===== src/rtl/input_debounce.sv =====
// Push-button debouncer: two-flop synchronisers, tick-gated agreement FSM, clean level plus press/release pulses.
// Optional auto-repeat pulses on a held button when INPUT_DEBOUNCE_AUTOREPEAT_EN is defined.
module input_debounce #(
  parameter int DEBOUNCE_SAMPLES = 4,
  parameter int CNT_W            = 4,
  parameter bit BTN_ACTIVE_LOW   = 1'b0,
  parameter int REPEAT_DELAY     = 50,
  parameter int REPEAT_PERIOD    = 10
) (
  input  logic clk,
  input  logic rst_n,
  input  logic tick_in,
  input  logic btn_raw,
  output logic btn_level,
  output logic btn_press,
  output logic btn_release,
  output logic btn_repeat
);

  typedef enum logic [1:0] {IDLE, PRESS_CHK, HELD, RELEASE_CHK} state_t;

  localparam logic [CNT_W-1:0] CNT_LAST = CNT_W'(DEBOUNCE_SAMPLES - 1);
  localparam logic [CNT_W-1:0] CNT_MAX  = '1;

  logic             btn_sync1, btn_sync2;
  logic             tick_sync1, tick_sync2, tick_prev, tick_pulse;
  logic             btn_s;
  state_t           state;
  logic [CNT_W-1:0] cnt;
  logic [CNT_W-1:0] cnt_inc;

  // tick_in is a divided clock used purely as data; its rising edge becomes a one-clk strobe.
  always_ff @(posedge clk or negedge rst_n) begin
    if (!rst_n) begin
      btn_sync1  <= 1'b0;
      btn_sync2  <= 1'b0;
      tick_sync1 <= 1'b0;
      tick_sync2 <= 1'b0;
      tick_prev  <= 1'b0;
      tick_pulse <= 1'b0;
    end else begin
      btn_sync1  <= btn_raw;
      btn_sync2  <= btn_sync1;
      tick_sync1 <= tick_in;
      tick_sync2 <= tick_sync1;
      tick_prev  <= tick_sync2;
      tick_pulse <= tick_sync2 & ~tick_prev;
    end
  end

  assign btn_s   = btn_sync2 ^ BTN_ACTIVE_LOW;
  assign cnt_inc = (cnt == CNT_MAX) ? cnt : cnt + 1'b1;

  always_ff @(posedge clk or negedge rst_n) begin
    if (!rst_n) begin
      state       <= IDLE;
      cnt         <= '0;
      btn_level   <= 1'b0;
      btn_press   <= 1'b0;
      btn_release <= 1'b0;
    end else begin
      btn_press   <= 1'b0;
      btn_release <= 1'b0;
      if (tick_pulse) begin
        case (state)
          IDLE: begin
            if (btn_s) begin
              state <= PRESS_CHK;
              cnt   <= CNT_W'(1);
            end
          end
          PRESS_CHK: begin
            if (!btn_s) begin
              state <= IDLE;
              cnt   <= '0;
            end else if (cnt == CNT_LAST) begin
              state     <= HELD;
              cnt       <= '0;
              btn_level <= 1'b1;
              btn_press <= 1'b1;
            end else begin
              cnt <= cnt_inc;
            end
          end
          HELD: begin
            if (!btn_s) begin
              state <= RELEASE_CHK;
              cnt   <= CNT_W'(1);
            end
          end
          RELEASE_CHK: begin
            if (btn_s) begin
              state <= HELD;
              cnt   <= '0;
            end else if (cnt == CNT_LAST) begin
              state       <= IDLE;
              cnt         <= '0;
              btn_level   <= 1'b0;
              btn_release <= 1'b1;
            end else begin
              cnt <= cnt_inc;
            end
          end
          default: begin
            state <= IDLE;
            cnt   <= '0;
          end
        endcase
      end
    end
  end

`ifdef INPUT_DEBOUNCE_AUTOREPEAT_EN
  localparam int REP_W = $clog2(REPEAT_DELAY + 1);
  localparam logic [REP_W-1:0] REP_TOP    = REP_W'(REPEAT_DELAY);
  // After the first repeat the counter restarts PERIOD ticks below the threshold (PERIOD <= DELAY assumed).
  localparam logic [REP_W-1:0] REP_RELOAD =
    REP_W'((REPEAT_PERIOD > REPEAT_DELAY) ? 0 : REPEAT_DELAY - REPEAT_PERIOD);

  logic [REP_W-1:0] rep_cnt;
  logic [REP_W-1:0] rep_next;

  assign rep_next = rep_cnt + 1'b1;

  always_ff @(posedge clk or negedge rst_n) begin
    if (!rst_n) begin
      rep_cnt    <= '0;
      btn_repeat <= 1'b0;
    end else begin
      btn_repeat <= 1'b0;
      if (state != HELD && state != RELEASE_CHK) begin
        rep_cnt <= '0;
      end else if (tick_pulse) begin
        if (rep_next == REP_TOP) begin
          rep_cnt    <= REP_RELOAD;
          btn_repeat <= (state == HELD) && btn_s;
        end else begin
          rep_cnt <= rep_next;
        end
      end
    end
  end
`else
  logic unused_repeat_cfg;
  assign unused_repeat_cfg = (REPEAT_DELAY > REPEAT_PERIOD);
  assign btn_repeat = 1'b0;
`endif

endmodule


===== config.mk =====
export PLATFORM = sky130hd
export DESIGN_NAME = input_debounce
export DESIGN_NICKNAME = d
export VERILOG_FILES = /design/src/rtl/input_debounce.sv
export SDC_FILE = /design/constraint.sdc
export NUM_CORES = 1
export LEC_CHECK = 0
export ABC_AREA = 1
export BUFFER_PORTS_ARGS = -buffer_cell sky130_fd_sc_hd__buf_2
export CAP_MARGIN = 40
export CELL_PAD_IN_SITES_DETAIL_PLACEMENT = 0
export CELL_PAD_IN_SITES_GLOBAL_PLACEMENT = 2
export CORE_MARGIN = 4
export CORE_UTILIZATION = 34
export CTS_BUF_LIST = sky130_fd_sc_hd__clkbuf_8
export DETAILED_ROUTE_END_ITERATION = 12
export PLACE_DENSITY_LB_ADDON = 0.1
export SYNTH_ARGS = -nofsm -noshare
export SYNTH_HDL_FRONTEND = slang
export SYNTH_SLANG_ARGS = --single-unit
export TNS_END_PERCENT = 30

===== constraint.sdc =====
create_clock -name clk -period 1.3 [get_ports clk]
set_input_delay 0.13 -clock clk [delete_from_list [all_inputs] [get_ports clk]]
set_output_delay 0.13 -clock clk [all_outputs]
set_load 0.01 [all_outputs]

==> summary.md, run 1 <==
| Metric | Value |
|---|---|
| Vias per inst | `4.58` |
| Fin nets | `115` |
| Gr usage total | `0.126` |
| Final slew viol count | `0` |
| Iter 0 DRT Violations | `10` |
| Area of the multi-input gates | `304 sq um` |
| DRT Pass-1 Iters | `2` |
| Fill cells | `207` |
| Die Y-Extent | `54.2 um` |
| Placed inst area | `806 sq um` |
| Crit-path cells | `o21ai_0 -> nand2_1 -> nand2_2 -> inv_4 -> nor2_1 -> nor2_1` |
| DR vias | `623` |
| Max-cap violations | `0` |
| Max Buffers Root-to-Sink | `2` |
| Design area | `902 sq um` |
| Syn_nets | `99` |
| Reg area | `378 sq um` |
| Antenna diode count | `0` |
| Sink Count | `15` |
| TritonCTS clock tree | `yes` |
| Pwr Density | `1870 nW/um^2` |
| CTS clk-pin slew, worst paths | `0.06 ns` |
| Most frequent CP cell | `nor2_1` |
| Die footprint | `2940 sq um` |
| Clk_skew | `0.000573 ns` |
| H-tree lvl count | `1` |
| Worst hold slack | `0.318 ns` |
| Setup CP Type | `flop to flop` |
| CP max stage cell | `dfrtp_2` |
| Rows | `16` |
| Final setup violation count | `0` |
| Largest net degree at the start of global routing | `16` |
| Initial Util | `0.363` |
| First-pass GRT wire length | `2590 um` |
| Post-synthesis sequential area ratio | `0.516` |
| CP Max Fanout | `6` |
| Share of layout cells above drive strength 1 | `0.211` |
| Yosys warning count | `0` |
| Most frequent cells in the layout | `nand2_1 (30), inv_1 (14), dfrtp_1 (13), nor2_1 (10), nand3_1 (7)` |
| Mapped Cells | `94` |
| Initial antenna violation count | `0` |
| Final core utilization | `0.451` |
| Worst R2R Path Depth | `6` |
| Register bit total from synthesis | `15` |
| RePlAce Congestion | `0.761` |
| Fmax achieved | `824 MHz` |
| TritonCTS buffer count | `3` |
| Startpoint Class | `flop` |
| Min Tclk post-route | `1.21 ns` |
| Final wirelength | `1470 um` |
| Worst EP required | `1.44 ns` |
| Hold/Removal Path Class | `primary input to async pin` |
| Pleak | `0.488 nW` |
| Count of cell types in the netlist | `15` |
| DR WL/cell | `10.8 um` |
| DP Wirelength | `1080 um` |
| Vias in the first global route | `613` |
| Crit-path max cell delay | `0.45 ns` |
| Buffers on Ports | `6` |
| Die span in x | `54.2 um` |
| Unrepaired setup endpoints after global routing | `yes` |
| Status | `finished clean` |
| Ports | `8` |
| Final hold violations | `0` |
| Mapped Area | `727 sq um` |
| Overflow after GRT | `0` |
| DRC | `0` |
| Core area | `2000 sq um` |
| Antenna Nets Post-Route | `0` |
| Period utilisation layout | `0.934` |
| Worst R2R Setup Slack | `0.09 ns` |
| Root Buffer | `clkbuf_8` |
| Layout area overhead | `24.1%` |
| Worst R2R End | `cnt[0]` |
| Commonest non-fill, non-tap cell in the layout | `nand2_1` |
| Syn Area/Cell | `7.73 sq um` |
| Worst-Skew Late Latency | `0.24 ns` |
| Max VDD drop | `815 uV` |
| Total Power | `1.69 mW` |
| Setup crit end kind | `flop` |
| Arrival @ worst endpoint | `1.35 ns` |
[what timing repair did]
item | in CTS | in global routing
buffers inserted | 0 | 0
setup endpoints to repair | 0 | 5
resized for setup | 0 | 6
hold endpoints to repair | 17 | 0
hold buffers | 3 | 0
[flip-flops by register name, indices dropped and copies added, names as in the netlist, named ones only]
signal / flops
tick_sync1: 1
btn_level: 1
state: 1
btn_s: 1
tick_prev: 1
btn_press: 1
cnt: 4
tick_sync2: 1
btn_sync1: 1
tick_pulse: 1
btn_release: 1
[power breakdown]
part	internal (mW)	switching [mW]	total, mW
clock network	0.209	0.158	0.367
logic	0.258	0.370	0.629
registers	0.568	0.125	0.693
[critical path, delay by kind of cell (launching register included)]
kind,cells,cell delay [ns]
compound gates,1,0.23
buf+inv,1,0.05
flops,1,0.45
simple gates,4,0.38
[cell families after synthesis]
family / share of synthesized area
compound gates: 0.0465
xor+xnor: 0.0121
fa+ha+maj: 0.0172
buf+inv: 0.0878
flops: 0.516
other cells: 0.00516
simple gates: 0.315
[area by class of cell]
| cell class | count | share of cell area |
|---|---|---|
| Clock buffer | 3 | 0.0458 |
| Clock inverter | 1 | 0.00416 |
| Inverter | 15 | 0.0652 |
| Multi-Input combinational cell | 63 | 0.337 |
| Sequential cell | 15 | 0.419 |
| Tap cell | 27 | 0.0374 |
| Timing Repair Buffer | 12 | 0.0915 |
[how the worst max path moves through the flow]
| stage | end | slack (ns) | depth (start not counted) |
|---|---|---|---|
| 2_1_floorplan | flop | 0.14 | 7 |
| 3_3_place_gp | state[0] | 0.07 | 8 |
| 3_5_place_dp | state[0] | 0.06 | 8 |
| 4_1_cts | state[0] | 0.04 | 8 |
| 5_1_grt | flop | -0.03 | 8 |
| 6_report | cnt[0] | 0.09 | 6 |
[layer usage]
metal	part of all wire	track usage	wire, um
met1	0.47	0.169	693
met2	0.46	0.185	677
met3	0.044	0.0409	64
met4	0.021	0.0498	31
met5	0	0	0
[synth_stat cells]
cell	count	share of area
nand2_1	30	0.15
dfrtp_1	15	0.52
inv_1	13	0.067
nor2_1	10	0.052
nand3_1	7	0.048
nand2_2	4	0.034
o21ai_0	4	0.028
nand4_1	3	0.026
inv_2	2	0.010
a21oi_1	1	0.0069
buf_4	1	0.010
conb_1	1	0.0052
ha_1	1	0.017
o21ai_2	1	0.012
xor2_1	1	0.012
[metrics by stage]
step,instances,TNS (ns),setup slack (ns)
global route,136,-0.0297,-0.0297
finish,136,0,0.0862
global placement,129,0,0.0743
floorplan,94,0,0.137
detailed placement,129,0,0.0572
CTS,136,0,0.0395
Note: power is estimated with default switching activity, not from simulation.
==> inputs of run 2 (changes only) <==
SETUP_SLACK_MARGIN = 0.3   (was unset)
SLEW_MARGIN = 15   (was unset)
==> run 2 against run 1 <==
Count of clock-buffer cells in the layout stayed put. Setup slack better by 0.069 ns. Final area is 9.2% higher. Core utilization is 4.1 points higher. Total power is 10% higher. Cell count is 3.7% higher. Worst hold slack worse by 0.0060 ns. Register-to-register slack better by 0.07 ns. Non-clock buffer count is 5 higher. Die area stayed put. Critical path type unchanged.
==> summary.md, run 2 (synthesis results as in run 1) <==
| Metric | Value |
|---|---|
| Status | `finished clean (unchanged)` |
| Worst EP required | `1.43 ns (was 1.44 ns)` |
| DRC | `0 (unchanged)` |
| Rows | `16 (unchanged)` |
| Clk_skew | `0.00257 ns (was 0.000573 ns)` |
| Met3 GRT Util | `0.0163 (was 0.0409)` |
| Non-filler cells, final | `141 (was 136)` |
| Setup crit end kind | `flop (unchanged)` |
| Final slew viol count | `0 (unchanged)` |
| TNS Setup | `0 ns (unchanged)` |
| Max VDD drop | `1010 uV (was 815 uV)` |
| DRT Pass-1 Iters | `4 (was 2)` |
| Dpl cells | `131 (was 129)` |
| Final wirelength | `1500 um (was 1470 um)` |
| Gr usage total | `0.128 (was 0.126)` |
| CP Max Fanout | `4 (was 6)` |
| Startpoint Class | `flop (unchanged)` |
| Hold/Removal Path Class | `primary input to async pin (unchanged)` |
| Most frequent cells in the layout | `nand2_1 (27), dfrtp_1 (13), inv_1 (12), nor2_1 (8), buf_4 (7) (was nand2_1 (30), inv_1 (14), dfrtp_1 (13), nor2_1 (10), nand3_1 (7))` |
| Sink Count | `15 (unchanged)` |
| Vias in the first global route | `623 (was 613)` |
| TritonCTS clock tree | `yes (unchanged)` |
| Arrival @ worst endpoint | `1.27 ns (was 1.35 ns)` |
| Antenna diode count | `0 (unchanged)` |
| Ports | `8 (unchanged)` |
| Final setup violation count | `0 (unchanged)` |
| Worst hold slack | `0.312 ns (was 0.318 ns)` |
| Die Y-Extent | `54.2 um (unchanged)` |
| Final hold violations | `0 (unchanged)` |
| Die span in x | `54.2 um (unchanged)` |
| Worst-Skew Late Latency | `0.24 ns (about the same)` |
| Layout area overhead | `35.5% (was 24.1%)` |
| Initial antenna violation count | `0 (unchanged)` |
| Largest net degree at the start of global routing | `16 (unchanged)` |
| Vias per inst | `4.48 (was 4.58)` |
| Period utilisation layout | `0.881 (was 0.934)` |
| Share of layout cells above drive strength 1 | `0.325 (was 0.211)` |
| Layer carrying the most global-route usage | `met1 (was met2)` |
| Iter 0 DRT Violations | `15 (was 10)` |
| Min Tclk post-route | `1.15 ns (was 1.21 ns)` |
| Max-cap violations | `0 (unchanged)` |
| Buffers on Ports | `6 (unchanged)` |
| Pleak | `0.526 nW (was 0.488 nW)` |
| Overflow after GRT | `0 (unchanged)` |
| Pwr Density | `1890 nW/um^2 (was 1870 nW/um^2)` |
| CTS clk-pin slew, worst paths | `0.06 ns (about the same)` |
| H-tree lvl count | `1 (unchanged)` |
| DR WL/cell | `10.6 um (was 10.8 um)` |
| Unrepaired setup endpoints after global routing | `yes (unchanged)` |
| Initial Util | `0.363 (unchanged)` |
| Max Buffers Root-to-Sink | `2 (unchanged)` |
| DP Wirelength | `1160 um (was 1080 um)` |
| Routing usage on met1 | `0.186 (was 0.169)` |
| Total Power | `1.86 mW (was 1.69 mW)` |
| Root Buffer | `clkbuf_8 (unchanged)` |
| GRT met2 Usage | `0.181 (was 0.185)` |
| Reg with most FFs | `cnt (unchanged)` |
| Worst R2R Setup Slack | `0.15 ns (was 0.09 ns)` |
| Max reg flops | `4 (unchanged)` |
| Worst R2R Path Depth | `7 (was 6)` |
| RePlAce Congestion | `0.764 (was 0.761)` |
| Fmax achieved | `873 MHz (was 824 MHz)` |
| Commonest non-fill, non-tap cell in the layout | `nand2_1 (unchanged)` |
| Fin nets | `120 (was 115)` |
| Final core utilization | `0.492 (was 0.451)` |
| TritonCTS buffer count | `3 (unchanged)` |
| Antenna Nets Post-Route | `0 (unchanged)` |
| First-pass GRT wire length | `2700 um (was 2590 um)` |
| Die footprint | `2940 sq um (unchanged)` |
| DR vias | `631 (was 623)` |
| Core area | `2000 sq um (unchanged)` |
| Setup CP Type | `flop to flop (unchanged)` |
run 2: cell count changes in the layout (fill, tap and decap cells not counted), moves of 2 or more:
cell / delta
inv_2: +2
nand2_1: -3
nand3_1: -2
inv_1: -2
buf_4: +4
nand3_2: +2
nor2_1: -2
nand2_4: +3
run 2: final cells by class:
class / instances / area (sq um)
well taps: 27 / 33.8
clock inverters: 1 / 5.00
inverters: 15 / 56.3
fillers: 217 / 1020
repair buffers: 17 / 124
multi-input cells: 63 / 347
flip-flops and latches: 15 / 378
clock buffers: 3 / 41.3
run 2: what timing repair did:
item                                   CTS  global route
hold buffers                             3             0
endpoints found under the hold margin   17             0
gates resized for setup                  7             5
setup endpoints to repair                7             7
buffers inserted                         2             1
pin swaps                                0             3
run 2: how the worst max path moves through the flow:
stage / startpoint / to / depth (start not counted)
after floorplan: cnt[0] / cnt[0] / 7
after global placement: flop / cnt[0] / 9
after detailed placement: flop / cnt[0] / 9
after CTS: cnt[1] / cnt[0] / 7
after global routing: flop / flop / 7
final: flop / flop / 7
run 2: worst max-delay path, stage by stage, from the launching register on:
cell and delay [ns]:
dfrtp_1 0.42, buf_6 0.14, nor2_1 0.15, nand2_2 0.07
nand2_1 0.06, nand2_2 0.07, nand3_1 0.07, nand2_1 0.06
run 2: metrics by stage:
stage | area, sq um | worst slack [ns]
after floorplan | 754 | 0.232
after global placement | 848 | 0.136
after CTS | 962 | 0.155
after global routing | 985 | 0.0516
final | 985 | 0.155
after detailed placement | 848 | 0.135
run 2: layer usage:
metal / vias up / wire [um]
met5: - / 0
met4: 0 / 8
met3: 2 / 33
met2: 9 / 698
met1: 293 / 758
li1: 327 / -
run 2: power by group:
part	leakage, nW	internal, mW	switching [mW]
clock	0.0255	0.212	0.150
sequential	0.184	0.569	0.103
combinational	0.317	0.356	0.471
total	0.526	1.14	0.724
==> inputs of run 3 (changes only) <==
CELL_PAD_IN_SITES_DETAIL_PLACEMENT = unset   (was 0)
CELL_PAD_IN_SITES_GLOBAL_PLACEMENT = unset   (was 2)
CORE_AREA = 4 4 41 43   (was unset)
CORE_MARGIN = unset   (was 4)
CORE_UTILIZATION = unset   (was 34)
DIE_AREA = 0 0 45 47   (was unset)
PLACE_DENSITY = 0.75   (was unset)
PLACE_DENSITY_LB_ADDON = unset   (was 0.1)
==> run 3 against run 2 <==
Die area down 28%. Register-to-register slack worse by 0.03 ns. Global-route usage up 4.2 points. First-iteration DRC count down 47%. Sequential power up 3.1%. Via count up 1.9%. Critical path type unchanged. Largest cell class unchanged.
==> summary.md, run 3 (synthesis results as in run 1) <==
| Metric | Value |
|---|---|
| Largest net degree at the start of global routing | `16 (unchanged)` |
| Final core utilization | `0.730 (was 0.492)` |
| Final wirelength | `1540 um (was 1500 um)` |
| CTS clk-pin slew, worst paths | `0.06 ns (about the same)` |
| Min Tclk post-route | `1.18 ns (was 1.15 ns)` |
| Arrival @ worst endpoint | `1.32 ns (was 1.27 ns)` |
| Design area | `950 sq um (was 985 sq um)` |
| Pleak | `0.499 nW (was 0.526 nW)` |
| Crit path depth | `7 (unchanged)` |
| Most frequent cells in the layout | `nand2_1 (25), inv_1 (12), dfrtp_1 (11), nor2_1 (9), nand2_2 (8) (was nand2_1 (27), dfrtp_1 (13), inv_1 (12), nor2_1 (8), buf_4 (7))` |
| CP max stage cell | `dfrtp_2 (was dfrtp_1)` |
| Antenna diode count | `0 (unchanged)` |
| Setup crit end kind | `flop (unchanged)` |
| RePlAce Congestion | `0.907 (was 0.764)` |
| Worst R2R Path Depth | `7 (unchanged)` |
| First-pass GRT wire length | `2590 um (was 2700 um)` |
| CP Max Fanout | `5 (was 4)` |
| Total Power | `1.87 mW (was 1.86 mW)` |
| Initial antenna violation count | `0 (unchanged)` |
| Max Buffers Root-to-Sink | `2 (unchanged)` |
| Commonest non-fill, non-tap cell in the layout | `nand2_1 (unchanged)` |
| Fin nets | `118 (was 120)` |
| Die span in x | `45 um (was 54.2 um)` |
| Startpoint Class | `flop (unchanged)` |
| WP buf/inv | `1 (unchanged)` |
| Placed inst area | `803 sq um (was 848 sq um)` |
| Vias per inst | `5.06 (was 4.48)` |
| Reg with most FFs | `cnt (unchanged)` |
| Gr usage total | `0.170 (was 0.128)` |
| DRC | `0 (unchanged)` |
| Crit-path cells | `buf_4 -> a21oi_1 -> nand2_2 -> nand2_2 -> nand2_1 -> nand2_1 -> nand2_1 (was buf_6 -> nor2_1 -> nand2_2 -> nand2_1 -> nand2_2 -> nand3_1 -> nand2_1)` |
| DRT Pass-1 Iters | `4 (unchanged)` |
| Max VDD drop | `1200 uV (was 1010 uV)` |
| Final hold violations | `0 (unchanged)` |
| Root Buffer | `clkbuf_8 (unchanged)` |
| CP top delay family | `flip-flops (was simple AND/OR/NAND/NOR gates)` |
| Initial Util | `0.559 (was 0.363)` |
| DR vias | `643 (was 631)` |
| Antenna Nets Post-Route | `0 (unchanged)` |
| Iter 0 DRT Violations | `8 (was 15)` |
| Sink Count | `15 (unchanged)` |
| Worst-Skew Late Latency | `0.25 ns (was 0.24 ns)` |
| Hold/Removal Path Class | `primary input to async pin (unchanged)` |
| DR WL/cell | `12.1 um (was 10.6 um)` |
| H-tree lvl count | `1 (unchanged)` |
| Ports | `8 (unchanged)` |
| Buffers on Ports | `6 (unchanged)` |
| Final setup violation count | `0 (unchanged)` |
| DP Wirelength | `1060 um (was 1160 um)` |
| Overflow after GRT | `0 (unchanged)` |
| Share of layout cells above drive strength 1 | `0.321 (was 0.325)` |
| Vias in the first global route | `634 (was 623)` |
| Max reg flops | `4 (unchanged)` |
| Worst EP required | `1.44 ns (was 1.43 ns)` |
| Unrepaired setup endpoints after global routing | `yes (unchanged)` |
| Fill cells | `91 (was 217)` |
| TNS Setup | `0 ns (unchanged)` |
| Layout area overhead | `30.6% (was 35.5%)` |
| Period utilisation layout | `0.907 (was 0.881)` |
| Crit-path max cell delay | `0.44 ns (was 0.42 ns)` |
| Setup CP Type | `flop to flop (unchanged)` |
| Rows | `13 (was 16)` |
| Pwr Density | `1960 nW/um^2 (was 1890 nW/um^2)` |
| Fmax achieved | `848 MHz (was 873 MHz)` |
| Die footprint | `2120 sq um (was 2940 sq um)` |
| Final slew viol count | `0 (unchanged)` |
| Core area | `1300 sq um (was 2000 sq um)` |
| Clk_skew | `0.00199 ns (was 0.00257 ns)` |
| Max-cap violations | `0 (unchanged)` |
| TritonCTS clock tree | `yes (unchanged)` |
| Most frequent CP cell | `nand2_1` |
| Die Y-Extent | `47 um (was 54.2 um)` |
| TritonCTS buffer count | `3 (unchanged)` |
| Status | `finished clean (unchanged)` |
run 3: changes by cell type in the layout (fill, tap and decap cells not counted), sizes merged:
cell and change:
clkinv -1, buf -2, clkinvlp +1
run 3: final timing paths:
path | start | to | slack [ns]
max reg2reg | flop | state[0] | 0.12
min | rst_n | btn_release | 0.31
min in group clk | btn_sync1 | btn_s | 0.35
max in group asynchronous | rst_n | btn_s | 0.73
max | flop | state[0] | 0.12
min reg2reg | btn_sync1 | btn_s | 0.35
run 3: timing repair:
item	CTS	global route
endpoints found under the setup margin	8	8
buffers inserted	3	2
hold buffers	3	0
pin swaps	1	6
endpoints found under the hold margin	17	0
gates resized for setup	5	8
run 3: worst register-to-register path: cells and delay by family, from the launching register on:
kind	cells	cell delay, ns
AO/OA/AOI/OAI	1	0.18
buffers and inverters	1	0.15
flip-flops	1	0.44
AND/OR/NAND/NOR	5	0.31
run 3: metrics by stage:
stage | std cells | hold slack, ns | setup slack, ns
6_report | 127 | 0.306 | 0.121
5_1_grt | 127 | 0.337 | 0.0431
4_1_cts | 125 | 0.311 | 0.166
3_5_place_dp | 115 | 0.0435 | 0.0744
3_3_place_gp | 115 | 0.0497 | 0.124
2_1_floorplan | 94 | -0.166 | 0.232
run 3: power by group:
group	internal, mW	total, mW	switching [mW]
Clock	0.215	0.385	0.170
Sequential	0.573	0.693	0.120
Combinational	0.332	0.787	0.455
run 3: cell type report:
class                   count  area, sq um  area share
repair buffers             15          105       0.111
flip-flops and latches     15          380       0.401
well taps                  15         18.8      0.0198
inverters                  15         58.8      0.0619
multi-input cells          63          338       0.356
clock buffers               3         41.3      0.0435
clock inverters             1         7.51     0.00791
run 3: routing by layer:
layer,track usage,up-vias,wire [um],part of all wire
met4,0.0760,0,27,0.018
li1,-,325,-,-
met5,0,-,0,0
met3,0.0651,4,77,0.050
met2,0.282,17,789,0.51
met1,0.196,297,643,0.42
